### src/rtl/mic_channel_select.sv
// Pushbutton channel selector: 2-FF sync, debounce, up/down wrap counter, direct load.
// Optional auto-repeat on held keys when MIC_CHANNEL_SELECT_AUTO_REPEAT_EN is defined.
module mic_channel_select #(
  parameter int NUM_CH          = 32,
  parameter int INIT_CH         = 0,
  parameter int DEBOUNCE_CYCLES = 500000,
  parameter int REPEAT_DELAY    = 25000000,
  parameter int REPEAT_PERIOD   = 5000000
) (
  input  logic       clk,
  input  logic       reset_n,
  input  logic       key_up_n,
  input  logic       key_dn_n,
  input  logic       load_en,
  input  logic [4:0] load_val,
  output logic [4:0] channel,
  output logic       changed
);

  localparam int DW = (DEBOUNCE_CYCLES > 2) ? $clog2(DEBOUNCE_CYCLES) : 1;
  localparam logic [DW-1:0] DB_LAST = DW'(DEBOUNCE_CYCLES - 1);
  localparam logic [4:0] CH_MAX  = 5'(NUM_CH - 1);
  localparam logic [4:0] CH_INIT = 5'(INIT_CH);

  typedef enum logic [1:0] {IDLE, HELD, REPEAT} key_state_t;

  logic [1:0] key_raw;
  logic [1:0] step_req;
  logic [1:0] settle;
  logic       load_ok;
  logic [4:0] ch_nx;

  assign key_raw = {key_dn_n, key_up_n};

  // Keys are only armed once a released level is seen after the synchronisers
  // have flushed their reset value, so a key held through reset cannot step.
  always_ff @(posedge clk) begin
    if (!reset_n) settle <= 2'd0;
    else if (settle != 2'd2) settle <= settle + 2'd1;
  end

  for (genvar k = 0; k < 2; k++) begin : g_key
    logic          sync1, sync2, deb_n, press_q, armed, req;
    logic [DW-1:0] db_cnt;
    key_state_t    state, state_nx;

    always_ff @(posedge clk) begin
      if (!reset_n) begin
        sync1   <= 1'b1;
        sync2   <= 1'b1;
        deb_n   <= 1'b1;
        db_cnt  <= '0;
        press_q <= 1'b0;
        armed   <= 1'b0;
      end else begin
        sync1   <= key_raw[k];
        sync2   <= sync1;
        press_q <= 1'b0;
        if (sync2 == deb_n) begin
          db_cnt <= '0;
        end else if (db_cnt == DB_LAST) begin
          deb_n   <= sync2;
          db_cnt  <= '0;
          press_q <= ~sync2 & armed;
        end else begin
          db_cnt <= db_cnt + 1'b1;
        end
        if (settle == 2'd2 && sync2) armed <= 1'b1;
      end
    end

`ifdef MIC_CHANNEL_SELECT_AUTO_REPEAT_EN
    localparam int RMAX = (REPEAT_DELAY > REPEAT_PERIOD) ? REPEAT_DELAY : REPEAT_PERIOD;
    localparam int RW   = $clog2(RMAX + 1);
    localparam logic [RW-1:0] RD_LAST = RW'(REPEAT_DELAY - 1);
    localparam logic [RW-1:0] RP_LAST = RW'(REPEAT_PERIOD - 1);
    logic [RW-1:0] rpt_cnt, rpt_cnt_nx;

    always_ff @(posedge clk) begin
      if (!reset_n) rpt_cnt <= '0;
      else          rpt_cnt <= rpt_cnt_nx;
    end
`endif

    always_ff @(posedge clk) begin
      if (!reset_n) state <= IDLE;
      else          state <= state_nx;
    end

    always_comb begin
      state_nx = state;
      req      = 1'b0;
`ifdef MIC_CHANNEL_SELECT_AUTO_REPEAT_EN
      rpt_cnt_nx = (state == IDLE) ? '0 : rpt_cnt + 1'b1;
`endif
      case (state)
        IDLE: begin
          if (press_q) begin
            state_nx = HELD;
            req      = 1'b1;
          end
        end
        HELD, REPEAT: begin
          if (deb_n) begin
            state_nx = IDLE;
`ifdef MIC_CHANNEL_SELECT_AUTO_REPEAT_EN
            rpt_cnt_nx = '0;
          end else if (rpt_cnt == ((state == HELD) ? RD_LAST : RP_LAST)) begin
            state_nx   = REPEAT;
            req        = 1'b1;
            rpt_cnt_nx = '0;
`endif
          end
        end
        default: state_nx = IDLE;
      endcase
    end

    assign step_req[k] = req;
  end

  assign load_ok = load_en && ({1'b0, load_val} < 6'(NUM_CH));

  // A valid load beats any step; opposing steps in the same cycle cancel.
  always_comb begin
    ch_nx = channel;
    if (load_ok)
      ch_nx = load_val;
    else if (step_req[0] && !step_req[1])
      ch_nx = (channel == CH_MAX) ? 5'd0 : channel + 5'd1;
    else if (step_req[1] && !step_req[0])
      ch_nx = (channel == 5'd0) ? CH_MAX : channel - 5'd1;
  end

  always_ff @(posedge clk) begin
    if (!reset_n) begin
      channel <= CH_INIT;
      changed <= 1'b0;
    end else begin
      channel <= ch_nx;
      changed <= (ch_nx != channel);
    end
  end

endmodule

### config.mk
export PLATFORM = sky130hd
export DESIGN_NAME = mic_channel_select
export DESIGN_NICKNAME = d
export VERILOG_FILES = /design/src/rtl/mic_channel_select.sv
export SDC_FILE = /design/constraint.sdc
export NUM_CORES = 1
export LEC_CHECK = 0
export BUFFER_PORTS_ARGS = -buffer_cell sky130_fd_sc_hd__buf_2
export CORE_ASPECT_RATIO = 0.9
export CORE_UTILIZATION = 55
export CTS_CLUSTER_SIZE = 28
export DETAILED_ROUTE_END_ITERATION = 8
export PLACE_DENSITY = 0.73
export SYNTH_ARGS = -nofsm -noshare
export SYNTH_HDL_FRONTEND = slang
export SYNTH_SLANG_ARGS = --single-unit
### constraint.sdc
create_clock -name clk -period 2.6 [get_ports clk]
set_clock_uncertainty 0.2 [all_clocks]
set_input_delay 0.39 -clock clk [delete_from_list [all_inputs] [get_ports clk]]
set_output_delay 0.39 -clock clk [all_outputs]
set_load 0.02 [all_outputs]
# After elaboration in Yosys (flattened, before gate mapping)
# Cells that the tools add are included.
# totals
word_cells	81
output_inout_bits	6
regBits	60
# op_classes
add_sub_neg	5
reduce_logical	19
muxes	15
n_bitwise	9
n_eq_ne	16
# op_table
op	n
$add A19 B1 Y19 const B	2
$eq A19 B19 Y1 const B	2
$mux W5	5
$reduce_or A3 Y1	4
$ne A2 B2 Y1 const B	5
$mux W2	4
$pmux W2 S2	2
$reduce_and A2 Y1	4
$not A1 Y1	7
$eq A2 B2 Y1 const B	3
$add A5 B1 Y5 const B	1
$eq A5 B5 Y1 const B	1
$logic_not A5 Y1	1
$ne A5 B5 Y1	1
$sub A5 B1 Y5 const B	1
$eq A2 B1 Y1 const B	2
$logic_and A1 B1 Y1	4
$logic_not A2 Y1	2
$mux W1	4
$reduce_or A2 Y1	2
$add A2 B1 Y2 const B	1
$and A1 B1 Y1	2
$eq A1 B1 Y1	2
$logic_not A1 Y1	2

# Logic depth before layout (Yosys ltp)
# Gate-level depths: netlist of run 1.
# depth
word_depth	8
mapped_depth	8

# Least setup slack after synthesis of run 1
# Ideal clock, no wire load.
# synth_timing
path_type	register to register
from	reg channel[0]
to	reg changed
period_less_slack_ps	2513
required_time_ps	2275
setup_slack_ps	87
path_buffers	0
arrival_ps	2187
path_stages_with_launch	8
path_cell_list	dfxtp_1 ha_1 and3_2 ha_1 mux2_2 a22oi_1 a21oi_1 o41a_1
# synth_via
elab_chain_len	6
elab_cells_between_ends	10
# synth_lines
item	line	text
start: declaration	16	output logic [4:0] channel,
start signal: assignment	140	channel <= ch_nx;
$sub A5 B1 Y5 / $logic_not A5 Y1 (equally long branches)	132	ch_nx = (channel == 5'd0) ? CH_MAX : channel - 5'd1;
$mux W5	132	
$mux W5	131	else if (step_req[1] && !step_req[0])
$mux W5	129	else if (step_req[0] && !step_req[1])
$mux W5	127	if (load_ok)
$ne A5 B5 Y1 (*)	141	changed <= (ch_nx != channel);
end signal: assignment	141	
end: declaration	17	output logic changed
# Every way passes the cells marked *; elsewhere a longest branch is shown, timed or not.
# A chain may end at the register's enable or synchronous reset.

# Worst setup path after layout of run 1
# layout_timing
from	reg channel[1]
to	reg changed
# Same word-level chain as after synthesis.

==> results.sh, run 1 <==
export IMPL_status="finished, final reports clean"
export IMPL_fmax_ghz=0.410
export IMPL_dpl_hpwl_um=3750
export IMPL_cp_max_fo=6
export IMPL_synth_seq_cells=58
export IMPL_fill_cells=458
export IMPL_yosys_area_top_type_share_pct=41.0
export IMPL_synth_top_family_by_area="simple AND/OR/NAND/NOR gates"
export IMPL_die_h_um=70.1
export IMPL_grt_setup_unrepaired="no"
export IMPL_synth_most_common_cell="dfxtp_1"
export IMPL_grt_max_degree=23
export IMPL_synth_mux_area_fraction_pct=1.50
export IMPL_worst_slack_ns=0.159
export IMPL_synth_xor_area_share_pct=12.1
export IMPL_p_leak_nw=1.08
export IMPL_synth_ff_type="dfxtp_1"
export IMPL_yosysUniqueCellTypes=62
export IMPL_synth_edf_count=0
export IMPL_viasPerCell=5.40
export IMPL_power_density_nw_per_um2=630
export IMPL_synth_area_leaders="dfxtp_1 (41%), xnor2_1 (7.4%), nor2_1 (7.3%), xor2_1 (4.6%), nand2_1 (3.7%)"
export IMPL_place_gp_congestion=0.891
export IMPL_post_cts_resized=0
export IMPL_ctsLongestPathBuffers=2
export IMPL_synthArstFlopShare_pct=0
export IMPL_cts_setup_buffers=0
export IMPL_drv_cap=0
export IMPL_worstMarginPinSlew_ns=0.554
export IMPL_final_area_um2=3200
export IMPL_clk_pin_slew_ns=0.07
export IMPL_clk_insertion_delay_late_ns=0.33
export IMPL_core_um2=4890
export IMPL_start_util_pct=57.8
export IMPL_grt_pass1_wl_um=9740
export IMPL_root_buffer="clkbuf_8"
export IMPL_place_area_um2=2980
export IMPL_antenna_cells=0
export IMPL_finalSetupViolations=0
export IMPL_ant_nets=0
export IMPL_drive_above_1_share_pct=14.0
export IMPL_hold_viol=0
export IMPL_synth_nets=342
export IMPL_routedWlPerCell_um=12.6
export IMPL_wl_um=5340
export IMPL_crit_path_end_kind="register"
export IMPL_clkSinkCount=58
export IMPL_die_width_um=77.6
export IMPL_htree_levels=3
export IMPL_timing_slew_headroom_pct=62.7
export IMPL_crit_path_start="channel[1]$_SDFF_PN0_"
export IMPL_placementRows=24
export IMPL_whs_ns=0.0395
export IMPL_yosys_area_share_simple_pct=30.2
export IMPL_regArea_um2=1160
export IMPL_area_delta_synth_final_pct=13.1
export IMPL_fp_dieArea_um2=5440
export IMPL_yosysTopAreaCell="dfxtp_1"
export IMPL_ys_seq_area_share_pct=41.0
export IMPL_fin_cells=422
export IMPL_antenna_found_initial=0
export IMPL_cts_tree="done"
export IMPL_io_pins=16
export IMPL_startpoint_type="register"
export IMPL_r2r_start="channel[1]$_SDFF_PN0_"
export IMPL_overflow=0
export IMPL_syn_inst=326
export IMPL_cts_buffers=9
export IMPL_ir_drop_mv=0.419
export IMPL_syn_area_um2=2830
export IMPL_yosys_top_cells_count="dfxtp_1 (58), nor2_1 (55), nand2_1 (28)"
export IMPL_dp_cells=406
export IMPL_dr_pass1_iters=4
export IMPL_synth_compound_area_share_pct=9.01
export IMPL_slew_viol_final=0
export IMPL_vias=2279
export IMPL_io_buffers=15
export IMPL_cp_arrival_ns=2.46
export IMPL_min_period_ns=2.44
export IMPL_path_class="register to register"
export IMPL_multi_input_area_um2=1570
export IMPL_syn_avg_cell_area_um2=8.69
export IMPL_finalCritPeriodShare_pct=93.9
export IMPL_min_delay_start="key_up_n"
export IMPL_grt_pass1_vias=2267
export IMPL_preCtsSetupSlack_ns=0.193
export IMPL_drc=0
export IMPL_synthAdderAreaFrac_pct=2.65
export IMPL_cts_hold_fix_buffers=0
export IMPL_hp_class="primary input to register"
export IMPL_fin_nets=368
export IMPL_fin_setup_tns_ns=0
export IMPL_critPathRequiredTime_ns=2.62
export IMPL_initialDrtViolationCount=126
export IMPL_groute_usage_overall_pct=22.8
export IMPL_yosysWarnings=0
-- through the flow --
| stage | utilization, % | total power, W |
|---|---|---|
| floorplan | - | 0.00108 |
| global placement | 61.0 | 0.00112 |
| detailed placement | 61.0 | 0.00113 |
| CTS | 65.4 | 0.00204 |
| global route | 65.4 | 0.00211 |
| finish | 65.4 | 0.00202 |
-- registers in the layout, summed over array words and instances, names as in the netlist --
register / cells
changed: 1
channel: 5
g_key.armed: 2
g_key.db_cnt: 38
g_key.deb_n: 2
g_key.press_q: 2
g_key.state: 2
g_key.sync1: 2
g_key.sync2: 2
settle: 2
-- critical path, cell delays in order, from the launching register on --
cell     delay [ns]
dfxtp_1        0.40
ha_1           0.24
and3_2         0.19
ha_1           0.26
mux2_2         0.36
a22oi_1        0.18
a21oi_1        0.10
o41a_1         0.40
-- per-layer routing --
| metal | up-vias | part of all wire, % | wire length, µm | GRT usage [%] |
|---|---|---|---|---|
| met5 | - | 0 | 0 | 0 |
| met4 | 0 | 0.77 | 41 | 7.34 |
| met3 | 4 | 4.0 | 214 | 8.63 |
| met2 | 44 | 48 | 2570 | 37.6 |
| met1 | 1055 | 47 | 2510 | 27.4 |
| li1 | 1176 | - | - | - |
-- cells in the final DEF, fill, tap and decap left out, types with 9 or more instances in the layout --
cell and count:
clkbuf_8 10, nand2b_1 9, inv_1 12, nor3_1 11, nand2_1 28, xor2_1 15, nand3_1 15, nor2_1 55
xnor2_1 24, dfxtp_1 58, buf_2 15
-- final timing paths --
kind                                             endpoint  slack, ns  cells after the start
worst min-delay path            g_key[0].sync1$_SDFF_PN1_       0.04                      2
worst max-delay path                   changed$_SDFF_PN0_       0.16                      7
worst min register to register  g_key[1].sync2$_SDFF_PN1_       0.21                      1
worst max register to register         changed$_SDFF_PN0_       0.16                      7
-- layout make-up --
type | instances | area share (%)
clock buffer | 11 | 4.41
clock inverter | 5 | 2.42
timing repair buffer | 22 | 3.98
tap | 65 | 2.54
multi-input combinational | 249 | 49.0
inverter | 12 | 1.41
sequential | 58 | 36.2
-- cells by family (layout without fill, tap and decap cells) --
| group | count (synthesis) | in the layout |
|---|---|---|
| and+or+nand+nor | 165 | 165 |
| DFF | 58 | 58 |
| xor gates and xnor gates | 39 | 39 |
| AOI/OAI and AO/OA | 35 | 35 |
| buffers and inverters | 19 | 50 |
| adders and majority gates | 6 | 6 |
| muxes | 4 | 4 |
-- power breakdown --
group,total [W],internal (W),switching (W)
clock network,0.000908,0.000562,0.000346
registers,0.000946,0.000921,0.0000247
logic,0.000163,0.0000761,0.0000873
total,0.00202,0.00156,0.000458
Power figures use the tool's default switching activity.
==> run 2, diff against run 1 <==
--- a/config.mk
+++ b/config.mk
@@ -6,11 +6,13 @@
 export NUM_CORES = 1
 export LEC_CHECK = 0
 export BUFFER_PORTS_ARGS = -buffer_cell sky130_fd_sc_hd__buf_2
+export CELL_PAD_IN_SITES_DETAIL_PLACEMENT = 1
+export CELL_PAD_IN_SITES_GLOBAL_PLACEMENT = 1
 export CORE_ASPECT_RATIO = 0.9
-export CORE_UTILIZATION = 55
+export CORE_UTILIZATION = 46
 export CTS_CLUSTER_SIZE = 28
 export DETAILED_ROUTE_END_ITERATION = 8
-export PLACE_DENSITY = 0.73
+export PLACE_DENSITY_LB_ADDON = 0.1
 export SYNTH_ARGS = -nofsm -noshare
 export SYNTH_HDL_FRONTEND = slang
 export SYNTH_SLANG_ARGS = --single-unit
==> run 2 against run 1 <==
Clock power grew 4.7%. Sequential share of layout area is 0.38 points lower. Critical path depth stayed put. Sequential cell count unchanged. Non-clock buffer count is 2 higher. Maximum frequency down 0.52%. Total power grew 2.5%. Core utilization shrank 9.5 points. First-iteration DRC count shrank 53%. Hold slack about the same. Critical endpoint unchanged. Largest power group is now clock. Combinational power is 6% higher. Highest routed layer unchanged. Wire length increased by 23%.
==> results.sh, run 2 (synthesis gave the netlist of run 1 again) <==
export IMPL_status="finished, final reports clean"
export IMPL_io_buffers=15
export IMPL_startpoint_type="register"
export IMPL_fp_dieArea_um2=6470
export IMPL_drive_above_1_share_pct=15.3
export IMPL_grt_setup_unrepaired="no"
export IMPL_critPathRequiredTime_ns=2.61
export IMPL_cts_buffers=9
export IMPL_worst_path_most_repeated_cell="ha_2"
export IMPL_dr_pass1_iters=4
export IMPL_layout_commonest_cell="dfxtp_1"
export IMPL_grt_max_degree=23
export IMPL_die_width_um=84.7
export IMPL_clkSinkCount=58
export IMPL_ir_drop_mv=0.421
export IMPL_place_area_um2=3010
export IMPL_root_buffer="clkbuf_8"
export IMPL_cp_max_fo=6
export IMPL_clk_pin_slew_ns=0.07
export IMPL_hold_viol=0
export IMPL_grt_pass1_wl_um=11300
export IMPL_antenna_cells=0
export IMPL_fin_nets=370
export IMPL_area_delta_synth_final_pct=14.4
export IMPL_r2r_slack_ns=0.15
export IMPL_path_class="register to register"
export IMPL_cp_arrival_ns=2.46
export IMPL_finalCritPeriodShare_pct=94.4
export IMPL_cts_setup_buffers=0
export IMPL_final_area_um2=3240
export IMPL_power_w=0.00207
export IMPL_htree_levels=3
export IMPL_placementRows=26
export IMPL_antenna_found_initial=0
export IMPL_die_h_um=76.4
export IMPL_crit_path_end_kind="register"
export IMPL_vias=2341
export IMPL_clk_insertion_delay_late_ns=0.33
export IMPL_timing_slew_headroom_pct=72.2
export IMPL_preCtsSetupSlack_ns=0.111
export IMPL_drc=0
export IMPL_wl_um=6550
export IMPL_cts_tree="done"
export IMPL_cts_hold_fix_buffers=0
export IMPL_drv_cap=0
export IMPL_finalSetupViolations=0
export IMPL_place_gp_congestion=0.806
export IMPL_dpl_hpwl_um=4420
export IMPL_hp_class="primary input to register"
export IMPL_min_period_ns=2.45
export IMPL_p_leak_nw=1.09
export IMPL_overflow=0
export IMPL_slowest_stage="o41a_1"
export IMPL_routedWlPerCell_um=15.3
export IMPL_fmax_ghz=0.408
export IMPL_initialDrtViolationCount=59
export IMPL_largest_reg_flops=38
export IMPL_largest_register="g_key.db_cnt"
export IMPL_power_density_nw_per_um2=638
export IMPL_final_cell_mix="dfxtp_1 (57), nor2_1 (55), nand2_1 (28)"
export IMPL_fin_setup_tns_ns=0
export IMPL_worst_slack_ns=0.147
export IMPL_start_util_pct=48.9
export IMPL_core_um2=5790
export IMPL_ctsLongestPathBuffers=2
export IMPL_path_cells="ha_2 > and3_2 > ha_2 > mux2_2 > a22oi_1 > a21oi_1 > o41a_1"
export IMPL_grt_pass1_vias=2435
export IMPL_viasPerCell=5.46
export IMPL_ant_nets=0
export IMPL_fill_cells=719
export IMPL_slew_viol_final=0
export IMPL_reg_top3="g_key.db_cnt x38, channel x5"
export IMPL_worstMarginPinSlew_ns=0.414
export IMPL_io_pins=16
export IMPL_groute_usage_overall_pct=22.2
export IMPL_cpPeakStageDelay_ns=0.42
[run 2: cell count changes in the layout (fill, tap and decap cells not counted)]
| cell | before | now |
|---|---|---|
| buf_4 | 7 | 9 |
| ha_1 | 6 | 4 |
| ha_2 | 0 | 2 |
| clkbuf_8 | 10 | 11 |
| clkinv_2 | 2 | 1 |
| clkinv_4 | 0 | 1 |
| clkinvlp_4 | 1 | 0 |
| dfxtp_1 | 58 | 57 |
| dfxtp_2 | 0 | 1 |
| o311ai_0 | 1 | 0 |
| o311ai_1 | 1 | 2 |
[run 2: repair_timing]
action                                 CTS  global route
endpoints found under the hold margin    0             0
resized for setup                        0             4
setup endpoints to repair                0             1
[run 2: worst max-delay path, delay by kind of cell (launching register included)]
family | cells | cell delay, ns
compound gates | 3 | 0.75
simple gates | 1 | 0.19
flops | 1 | 0.38
fa+ha+maj | 2 | 0.47
mux | 1 | 0.35
[run 2: report_power, final]
part | internal (W) | switching [W] | total, W
Combinational | 0.0000777 | 0.0000947 | 0.000172
Clock | 0.000593 | 0.000358 | 0.000951
Sequential | 0.000921 | 0.0000231 | 0.000944
[run 2: area by class of cell]
cell class                 instances  area [µm²]  area share (%)
timing repair buffer              24         143            4.40
sequential                        58        1160            35.9
multi-input combinational        249        1570            48.6
clock inverter                     4        73.8            2.28
clock buffer                      12         155            4.79
inverter                          12        45.0            1.39
tap                               70        87.6            2.70
[run 2: final timing paths]
| path | from | end | cells after the start |
|---|---|---|---|
| max | channel[0]$_SDFF_PN0_ | changed$_SDFF_PN0_ | 7 |
| min | key_up_n | g_key[0].sync1$_SDFF_PN1_ | 2 |
| max reg2reg | channel[0]$_SDFF_PN0_ | changed$_SDFF_PN0_ | 7 |
| min reg2reg | g_key[0].sync1$_SDFF_PN1_ | g_key[0].sync2$_SDFF_PN1_ | 1 |
[run 2: metrics by stage]
| stage | std cells | util, % | hold slack [ns] |
|---|---|---|---|
| 6_report | 429 | 56.0 | 0.0398 |
| 5_1_grt | 429 | 56.0 | 0.0316 |
| 4_1_cts | 429 | 55.9 | 0.0214 |
| 3_5_place_dp | 413 | 51.9 | 0.205 |
| 3_3_place_gp | 413 | 51.9 | 0.193 |
| 2_1_floorplan | 326 | - | 0.186 |
[run 2: routing by layer]
metal | track usage (%) | routed length [µm] | vias up | part of all wire (%)
li1 | - | - | 1180 | -
met1 | 26.9 | 3070 | 1125 | 47
met2 | 37.6 | 3220 | 32 | 49
met3 | 6.83 | 217 | 4 | 3.3
met4 | 6.95 | 44 | 0 | 0.67
met5 | 0 | 0 | - | 0
